===== src/rtl/qspi_sram_responder.sv =====
// Quad-SPI SRAM responder: decodes cs_n/sck/sio into byte reads/writes on a synchronous memory port.
// Latency: 2-flop input sync; mem_we 1 clk after detected 2nd-nibble rise; read nibble 1 clk after detected sck fall.
// Backpressure: none; the master paces everything via sck, the memory must answer exactly 1 clk after mem_re.
//
// Ports:
//   clk, reset_n            system clock (oversamples sck), async active-low reset
//   sram_cs_n, sram_sck     chip select and SPI-mode-0 serial clock from the master
//   sram_sio_i/o, _oe       SIO nibble in, SIO nibble out, output enable
//   mem_addr/wdata/we/re    backing-memory request port; mem_rdata valid 1 clk after mem_re
//   quad_mode               1 while SQI mode is active
module qspi_sram_responder #(
    parameter int ADDR_WIDTH = 17
) (
    input  logic                  clk,
    input  logic                  reset_n,
    input  logic                  sram_cs_n,
    input  logic                  sram_sck,
    input  logic [3:0]            sram_sio_i,
    output logic [3:0]            sram_sio_o,
    output logic                  sram_sio_oe,
    output logic [ADDR_WIDTH-1:0] mem_addr,
    output logic [7:0]            mem_wdata,
    output logic                  mem_we,
    output logic                  mem_re,
    input  logic [7:0]            mem_rdata,
    output logic                  quad_mode
);

    localparam logic [2:0] S_IDLE   = 3'd0;
    localparam logic [2:0] S_CMD    = 3'd1;
    localparam logic [2:0] S_ADDR   = 3'd2;
    localparam logic [2:0] S_DUMMY  = 3'd3;
    localparam logic [2:0] S_WDATA  = 3'd4;
    localparam logic [2:0] S_RDATA  = 3'd5;
    localparam logic [2:0] S_IGNORE = 3'd6;

    // input synchronizers and edge-detect history
    logic [1:0] cs_sync;
    logic [1:0] sck_sync;
    logic [3:0] sio_meta;
    logic [3:0] sio_s;
    logic       cs_prev;
    logic       sck_prev;

    logic cs_s;
    logic sck_s;
    logic sck_rise;
    logic sck_fall;
    logic cs_rise;

    assign cs_s     = cs_sync[1];
    assign sck_s    = sck_sync[1];
    assign sck_rise = sck_s & ~sck_prev;
    assign sck_fall = ~sck_s & sck_prev;
    assign cs_rise  = cs_s & ~cs_prev;

    // protocol state
    logic [2:0]            state;
    logic [2:0]            cnt;
    logic [6:0]            cmd_sr;
    logic [ADDR_WIDTH-1:0] addr_sr;
    logic [3:0]            wr_sr;
    logic [3:0]            out_sr;
    logic                  nib_sel;
    logic                  is_read;
    logic                  re_d;
    logic [7:0]            hold;

    // command byte as it will look once the current rise is shifted in
    logic [7:0]            cmd_byte;
    logic                  cmd_done;
    logic [ADDR_WIDTH-1:0] addr_next;

    always_comb begin
        cmd_byte = quad_mode ? {cmd_sr[3:0], sio_s} : {cmd_sr, sio_s[0]};
        cmd_done = quad_mode ? (cnt == 3'd1) : (cnt == 3'd7);
        // only the low ADDR_WIDTH bits of the 24-bit address survive the shift
        addr_next = {addr_sr[ADDR_WIDTH-5:0], sio_s};
    end

    always_ff @(posedge clk or negedge reset_n) begin
        if (!reset_n) begin
            cs_sync     <= 2'b11;
            sck_sync    <= 2'b00;
            sio_meta    <= 4'h0;
            sio_s       <= 4'h0;
            cs_prev     <= 1'b1;
            sck_prev    <= 1'b0;
            state       <= S_IDLE;
            cnt         <= 3'd0;
            cmd_sr      <= 7'd0;
            addr_sr     <= '0;
            wr_sr       <= 4'h0;
            out_sr      <= 4'h0;
            nib_sel     <= 1'b0;
            is_read     <= 1'b0;
            re_d        <= 1'b0;
            hold        <= 8'h00;
            sram_sio_o  <= 4'h0;
            sram_sio_oe <= 1'b0;
            mem_addr    <= '0;
            mem_wdata   <= 8'h00;
            mem_we      <= 1'b0;
            mem_re      <= 1'b0;
            quad_mode   <= 1'b0;
        end else begin
            cs_sync  <= {cs_sync[0], sram_cs_n};
            sck_sync <= {sck_sync[0], sram_sck};
            sio_meta <= sram_sio_i;
            sio_s    <= sio_meta;
            cs_prev  <= cs_s;
            sck_prev <= sck_s;

            mem_we <= 1'b0;
            mem_re <= 1'b0;

            // memory answers one clk after the strobe
            re_d <= mem_re;
            if (re_d) begin
                hold <= mem_rdata;
            end

            // post-increment after each write strobe
            if (mem_we) begin
                mem_addr <= mem_addr + ADDR_WIDTH'(1);
            end

            if (cs_rise) begin
                state       <= S_IDLE;
                cnt         <= 3'd0;
                nib_sel     <= 1'b0;
                sram_sio_oe <= 1'b0;
            end else begin
                case (state)
                    S_IDLE: begin
                        if (!cs_s) begin
                            state <= S_CMD;
                            cnt   <= 3'd0;
                        end
                    end
                    S_CMD: begin
                        if (sck_rise) begin
                            cmd_sr <= cmd_byte[6:0];
                            cnt    <= cnt + 3'd1;
                            if (cmd_done) begin
                                cnt   <= 3'd0;
                                state <= S_IGNORE;
                                if (!quad_mode && cmd_byte == 8'h38) begin
                                    quad_mode <= 1'b1;
                                end else if (quad_mode && cmd_byte == 8'hFF) begin
                                    quad_mode <= 1'b0;
                                end else if (quad_mode && cmd_byte == 8'h02) begin
                                    is_read <= 1'b0;
                                    state   <= S_ADDR;
                                end else if (quad_mode && cmd_byte == 8'h03) begin
                                    is_read <= 1'b1;
                                    state   <= S_ADDR;
                                end
                            end
                        end
                    end
                    S_ADDR: begin
                        if (sck_rise) begin
                            addr_sr <= addr_next;
                            cnt     <= cnt + 3'd1;
                            if (cnt == 3'd5) begin
                                cnt      <= 3'd0;
                                nib_sel  <= 1'b0;
                                mem_addr <= addr_next;
                                if (is_read) begin
                                    // first byte fetched during the dummy cycles
                                    mem_re <= 1'b1;
                                    state  <= S_DUMMY;
                                end else begin
                                    state <= S_WDATA;
                                end
                            end
                        end
                    end
                    S_DUMMY: begin
                        if (sck_rise) begin
                            cnt <= cnt + 3'd1;
                            if (cnt == 3'd1) begin
                                cnt     <= 3'd0;
                                nib_sel <= 1'b0;
                                state   <= S_RDATA;
                            end
                        end
                    end
                    S_WDATA: begin
                        if (sck_rise) begin
                            wr_sr   <= sio_s;
                            nib_sel <= ~nib_sel;
                            if (nib_sel) begin
                                mem_we    <= 1'b1;
                                mem_wdata <= {wr_sr, sio_s};
                            end
                        end
                    end
                    S_RDATA: begin
                        if (sck_fall) begin
                            sram_sio_oe <= 1'b1;
                            if (!nib_sel) begin
                                // byte boundary: emit high nibble, keep low, prefetch next byte
                                sram_sio_o <= hold[7:4];
                                out_sr     <= hold[3:0];
                                mem_addr   <= mem_addr + ADDR_WIDTH'(1);
                                mem_re     <= 1'b1;
                                nib_sel    <= 1'b1;
                            end else begin
                                sram_sio_o <= out_sr;
                                nib_sel    <= 1'b0;
                            end
                        end
                    end
                    S_IGNORE: begin
                        // wait for cs_n to rise
                    end
                    default: begin
                        state <= S_IDLE;
                    end
                endcase
            end
        end
    end

endmodule


===== config.mk =====
export PLATFORM = sky130hd
export DESIGN_NAME = qspi_sram_responder
export DESIGN_NICKNAME = d
export VERILOG_FILES = /design/src/rtl/qspi_sram_responder.sv
export SDC_FILE = /design/constraint.sdc
export NUM_CORES = 1
export LEC_CHECK = 0
export ABC_AREA = 1
export CAP_MARGIN = 15
export CORE_ASPECT_RATIO = 0.75
export CORE_UTILIZATION = 50
export DETAILED_ROUTE_END_ITERATION = 12
export PLACE_DENSITY = 0.72
export SYNTH_ARGS = -nofsm -noshare
export SYNTH_HDL_FRONTEND = slang
export SYNTH_SLANG_ARGS = --single-unit

===== constraint.sdc =====
create_clock -name clk -period 5.55 [get_ports clk]
set_clock_uncertainty 0.1 [all_clocks]
set_input_delay 1.3875 -clock clk [delete_from_list [all_inputs] [get_ports clk]]
set_output_delay 1.3875 -clock clk [all_outputs]
set_load 0.02 [all_outputs]

== Word level (Yosys, flattened, before mapping) ==
Index checks and enable logic that the tools add are counted.

* Bits in registers: 92
* Bits of input ports: 16
* Output and inout bits: 33
* Word-level logic and storage cells: 142

* Add/subtract/negate cells: 2
* Eq/ne operators: 23
* Mux-type cells: 59
* Bitwise logic cells: 10
* Reduce and logical (&&, ||, !) cells: 25

{| class="wikitable"
|+ Operators with widths
! kind !! number
|-
| $mux 17 || 6
|-
| $mux 3 || 21
|-
| $pmux 17 s2 || 1
|-
| $ne 3x3->1 const B || 9
|-
| $mux 1 || 25
|-
| $add 17x1->17 const B || 1
|-
| $eq 8x2->1 const B || 2
|-
| $eq 3x3->1 const B || 5
|-
| $pmux 3 s5 || 1
|-
| $reduce_and 7->1 || 2
|-
| $pmux 3 s4 || 1
|-
| $reduce_and 3->1 || 4
|-
| $reduce_and 5->1 || 2
|-
| $reduce_bool 5->1 || 2
|-
| $eq 8x6->1 const B || 1
|-
| $eq 8x8->1 const B || 1
|-
| $mux 8 || 1
|-
| $reduce_and 4->1 || 2
|-
| $reduce_and 8->1 || 1
|-
| $reduce_bool 2->1 || 4
|-
| $not 1->1 || 7
|-
| $eq 3x1->1 const B || 2
|-
| $eq 3x2->1 const B || 2
|-
| $logic_and 1x1->1 || 4
|-
| other kinds (10) || 12
|}

== Depth between registers and ports, before layout ==
Gate-level depths: netlist of the first run.

* Depth after elaboration: 11
* Depth in mapped cells: 12
* Depth with buffers taken out: 12

== Least setup slack after synthesis of the first run ==
Ideal clock, no wire load.

* Path type: register to output
* Start point: register mem_addr[14]
* End point: output mem_addr[14]
* Data arrival time: 536 ps
* Slack: 3527 ps
* Cell stages (with the launch flop): 1
* Buffers on the path: 0
* Cell sequence: dfrtp_1

{| class="wikitable"
|+ RTL lines
! element !! line !! RTL
|-
| from (decl) || 21 || <nowiki>output logic [ADDR_WIDTH-1:0] mem_addr,</nowiki>
|-
| from (signal assigned) || 125 || <nowiki>mem_addr <= mem_addr + ADDR_WIDTH'(1);</nowiki>
|-
| from (signal assigned) || 169 || <nowiki>mem_addr <= addr_next;</nowiki>
|-
| from (signal assigned) || 207 || <nowiki>mem_addr <= mem_addr + ADDR_WIDTH'(1);</nowiki>
|}

No word-level cell between the ends.

== Worst setup path after layout of the first run ==
* Start point: register mem_we
* End point: output mem_we

{| class="wikitable"
|+ RTL lines
! element !! line !! RTL
|-
| from (decl) || 23 || <nowiki>output logic mem_we,</nowiki>
|-
| from (signal assigned) || 103 || <nowiki>mem_we <= 1'b0;</nowiki>
|-
| from (signal assigned) || 114 || <nowiki>mem_we <= 1'b0;</nowiki>
|-
| from (signal assigned) || 195 || <nowiki>mem_we <= 1'b1;</nowiki>
|}

No word-level cell between the ends.

==> flow_metrics.tcl, run 1 <==
set metrics [dict create \
    rsz0062_at_grt "false" \
    clk_latency_ps 350 \
    grt_max_degree 54 \
    hold_path_class "register to register" \
    cpLargestDelayFamily "flip-flops" \
    slowest_delay_ps 920 \
    place.gp.congestion 0.864 \
    avgSynthCellArea_um2 8.16 \
    drc 0 \
    drive_gt1_frac 0.100 \
    crit_path_start_kind "register" \
    grtUsageTotal 0.248 \
    final_cells 757 \
    netlist_area_um2 4720 \
    path_max_fanout 25 \
    cts_sinks 92 \
    overflow 0 \
    switchingPower_mw 0.820 \
    die_area_um2 9830 \
    final_cell_mix "nand2_1 (155), dfrtp_1 (89), inv_1 (60)" \
    tns_ps 0 \
    worstMarginPinSlew_ps 876 \
    clk_path_buf_depth 2 \
    max_freq_mhz 285 \
    postRouteAntennaNets 0 \
    drv_slew 0 \
    final_common_cell "nand2_1" \
    synth_nets 598 \
    area_growth_pct 18.2 \
    floorplan.initialDensity 0.519 \
    synth_seq_cells 92 \
    synth-edff-count 0 \
    cts-resized-gates 0 \
    ys_warn_count 0 \
    slowest_stage "dfrtp_1" \
    hold_viol_final 0 \
    switching_share 0.364 \
    setup_ws_ps 2040 \
    period_minus_slack_ps 3510 \
    clk_pin_slew_ps 70 \
    whs_ps 249 \
    num_vias 4033 \
    dp_hpwl_um 7690 \
    synth_async_sr_flop_share 1.00 \
    synth-main-ff-cell "dfrtp_1" \
    portBuffers 48 \
    post-cts-setup-buffers 0 \
    status "finished clean" \
    fillers 802 \
    critPathKind "register to primary output" \
    fin_crit_sh 0.632 \
    crit_chain "clkdlybuf4s50_1" \
    routed_wl_um 11200 \
    numCtsBuffers 9 \
    power.share.clock 0.270 \
    num_rows 30 \
    drt_iter0_markers 260 \
    synth_cell_type_count 39 \
    die_y_um 86.1 \
    diodes 0 \
    grt_pass1_vias 3952 \
    seq_power_share 0.433 \
    h-tree-depth 3 \
    cap_viol_max_count 0 \
    synthCells 578 \
    cts_tree "built" \
    finalSetupViolations 0 \
    placed_cells 741 \
    post_drt_wl_per_cell_um 14.8 \
    required_ps 4060 \
    power.density_nw_per_um2 405 \
    leakage_nw 2.51 \
    vdd_drop_max_v 0.000213 \
    fin_nets 644 \
    drt_pass1_iterations 5 \
    io_pins 49 \
    p_int_mw 1.44 \
    synth-seq-area-share 0.489 \
    comb_power_share 0.296 \
    path_buf_inv 1 \
    grt_pass1_wl_um 18900 \
    max-slew-margin-rel 0.416 \
    place_ws_ps 2440 \
    regToRegSetupSlack_ps 3190 \
    die_w_um 114 \
    grt_antenna_before_repair 0 \
    critPathCaptureType "primary output" \
    arrival_ps 2020 \
    clockRootBuffer "clkbuf_16" \
    cts.hold.buffers_added 0 \
    core_area_um2 9080 \
    vias_per_cell 5.33 \
]
-- worst paths after layout --
check,cells after the start,endpoint,start
max in group asynchronous,2,hold[1],reset_n
setup reg to reg,8,addr_sr[4],cs_prev
min in group asynchronous,1,sck_prev,reset_n
hold / removal,0,sio_s[3],sio_meta[3]
hold reg to reg,0,sio_s[3],sio_meta[3]
setup / recovery,1,mem_we,mem_we
-- registers in the layout, summed over array words and instances, names as in the netlist, 2 cells and up --
signal and cells:
sck_sync 2, cmd_sr 7, sio_s 4, sio_meta 4, state 3, out_sr 4
sram_sio_o 4, addr_sr 13, cs_sync 2, wr_sr 4, hold 8, mem_addr 17
mem_wdata 8, cnt 3
-- metal layers --
metal	share of wire	GRT usage	wire length (um)
met1	0.47	0.336	5300
met2	0.45	0.398	5050
met3	0.062	0.0601	698
met4	0.015	0.0767	172
met5	0	0	0
-- layout make-up --
class | instances | area (um^2) | area share
flip-flops and latches | 92 | 2310 | 0.414
multi-input cells | 401 | 2060 | 0.369
repair buffers | 50 | 493 | 0.0884
inverters | 70 | 263 | 0.0471
clock buffers | 11 | 253 | 0.0453
well taps | 128 | 160 | 0.0287
clock inverters | 5 | 42.5 | 0.00763
-- synthesized netlist by cell type, types with 8 or more instances --
| cell | count | area share |
|---|---|---|
| dfrtp_1 | 89 | 0.47 |
| nor2_1 | 45 | 0.036 |
| nand3_1 | 44 | 0.047 |
| a21oi_1 | 14 | 0.015 |
| inv_1 | 60 | 0.048 |
| o21ai_1 | 16 | 0.017 |
| inv_2 | 10 | 0.0080 |
| nor2_4 | 8 | 0.019 |
| xor2_1 | 10 | 0.019 |
| clkbuf_1 | 8 | 0.0064 |
| nand2_1 | 155 | 0.12 |
| o21ai_0 | 49 | 0.052 |
-- power by group through the flow --
stage / sequential (mW) / clock, mW / combinational (mW)
2_1_floorplan: 1.01 / 0 / 0.398
3_3_place_gp: 0.978 / 0 / 0.643
3_5_place_dp: 0.982 / 0 / 0.665
4_1_cts: 0.975 / 0.617 / 0.670
5_1_grt: 0.999 / 0.646 / 0.746
6_report: 0.978 / 0.610 / 0.668
-- cell families after synthesis --
kind of cell | share of synthesized area
buffers and inverters | 0.0748
AO/OA/AOI/OAI | 0.122
XOR/XNOR | 0.0223
flip-flops | 0.489
AND/OR/NAND/NOR | 0.260
adder cells (fa/ha/maj) | 0.0106
multiplexers | 0.0212
-- per-stage QoR --
stage                     instance area (um^2)  power [mW]  utilization
after global routing                      5570        2.39        0.614
after global placement                    5280        1.62        0.581
after detailed placement                  5280        1.65        0.581
final                                     5570        2.26        0.614
after CTS                                 5570        2.26        0.614
after floorplan                           4720        1.40            -
No activity file was read; power rests on OpenSTA's default activity.
==> run 2, diff against run 1 <==
- PLACE_DENSITY: 0.72 -> 0.74
- clock period: 5.55 -> 3.2 ns (I/O delays scaled with it)
==> flow_metrics.tcl, run 2 (same netlist as run 1, synthesis figures left out) <==
set metrics [dict create \
    status "finished clean" \
    drc 0 \
    numCtsBuffers 9 \
    path_max_fanout 16 \
    slowest_stage "clkdlybuf4s50_1" \
    grt_max_degree 49 \
    crit_path_start_kind "register" \
    critPathKind "register to primary output" \
    post_drt_wl_per_cell_um 14.8 \
    cts.hold.buffers_added 0 \
    switchingPower_mw 1.41 \
    period_minus_slack_ps 2540 \
    max_freq_mhz 394 \
    fillers 823 \
    grtUsageTotal 0.247 \
    clk_latency_ps 350 \
    largestRegisters "mem_addr: 17 flops, addr_sr: 13 flops" \
    reg2reg_from "cs_prev" \
    clockRootBuffer "clkbuf_16" \
    die_area_um2 9830 \
    hold_path_class "register to register" \
    grt_pass1_vias 3927 \
    cap_viol_max_count 0 \
    io_pins 49 \
    cp-startpoint "quad_mode" \
    arrival_ps 1640 \
    clk_path_buf_depth 2 \
    final_cell_area_um2 5570 \
    fin_crit_sh 0.793 \
    drv_slew 0 \
    area_growth_pct 18.1 \
    postRouteAntennaNets 0 \
    core_area_um2 9080 \
    drt_iter0_markers 348 \
    grt_antenna_before_repair 0 \
    cpLargestDelayFamily "buffers and inverters" \
    cts_sinks 92 \
    num_rows 30 \
    drt_pass1_iterations 5 \
    path_buf_inv 1 \
    switching_share 0.367 \
    vdd_drop_max_v 0.000415 \
    num_vias 4135 \
    final_cell_mix "nand2_1 (155), dfrtp_1 (89), inv_1 (60)" \
    h-tree-depth 3 \
    leakage_nw 2.51 \
    hold_viol_final 0 \
    clk_pin_slew_ps 70 \
    portBuffers 48 \
    rsz0062_at_grt "false" \
    dp_hpwl_um 7820 \
    power.share.clock 0.257 \
    critPathCaptureType "primary output" \
    worstMarginPinSlew_ps 757 \
    drive_gt1_frac 0.0984 \
    routed_wl_um 11200 \
    die_w_um 114 \
    grt_pass1_wl_um 18800 \
    slowest_delay_ps 690 \
    regMostFlops "mem_addr" \
    comb_power_share 0.304 \
    cts-resized-gates 0 \
    crit_chain "clkdlybuf4s50_1" \
    vias_per_cell 5.46 \
    power.density_nw_per_um2 693 \
    place.gp.congestion 0.923 \
    final_common_cell "nand2_1" \
    overflow 0 \
    post-cts-setup-buffers 0 \
    seq_power_share 0.438 \
    p_int_mw 2.44 \
    finalSetupViolations 0 \
    die_y_um 86.1 \
    hp-start "sio_meta[3]" \
    diodes 0 \
    tns_ps 0 \
    whs_ps 247 \
    floorplan.initialDensity 0.519 \
    fin_nets 645 \
    max-slew-margin-rel 0.495 \
    cts_tree "built" \
    largest_reg_flops 17 \
    required_ps 2300 \
    dpl_cell_area_um2 5300 \
    total_power_mw 3.86 \
]
[run 2: cell types whose count changed in the layout (fill, tap and decap cells not counted)]
cell / before / now
clkbuf_8: 2 / 0
inv_6: 2 / 1
clkinvlp_4: 1 / 2
clkbuf_1: 0 / 2
clkinv_2: 0 / 1
buf_12: 0 / 1
clkinv_4: 2 / 1
[run 2: area by class of cell]
type                    count  area, um^2  share of cell area
flip-flops and latches     92        2310               0.414
multi-input cells         401        2060               0.369
repair buffers             51         513              0.0921
inverters                  70         263              0.0472
clock buffers              11         233              0.0418
well taps                 128         160              0.0288
clock inverters             5        37.5             0.00674
[run 2: power groups by stage]
stage / Sequential, mW / Combinational [mW] / Clock (mW)
2_1_floorplan: 1.74 / 0.691 / 0
3_3_place_gp: 1.70 / 1.12 / 0
3_5_place_dp: 1.70 / 1.16 / 0
4_1_cts: 1.69 / 1.17 / 1.01
5_1_grt: 1.73 / 1.31 / 1.05
6_report: 1.69 / 1.17 / 0.993
[run 2: metrics by stage]
step / std cells / utilization / setup slack (ps)
finish: 758 / 0.613 / 664
CTS: 758 / 0.613 / 678
floorplan: 578 / - / 1370
global placement: 742 / 0.583 / 1060
global route: 758 / 0.613 / 600
detailed placement: 742 / 0.583 / 1050
[run 2: path summary, 6_finish.rpt]
check	end	slack [ps]	depth (start not counted)
worst max-delay path	quad_mode	660	1
worst min-delay path	sio_s[3]	250	0
worst max register to register	mem_addr[3]	1070	9
worst min register to register	sio_s[3]	250	0
max in group asynchronous	cs_sync[1]	1950	2
min in group asynchronous	cnt[2]	350	1
[run 2: layer usage]
layer / up-vias / part of all wire / track usage
met4: 0 / 0.015 / 0.0697
met3: 21 / 0.071 / 0.0530
li1: 1965 / - / -
met2: 163 / 0.46 / 0.389
met1: 1986 / 0.45 / 0.346
met5: - / 0 / 0
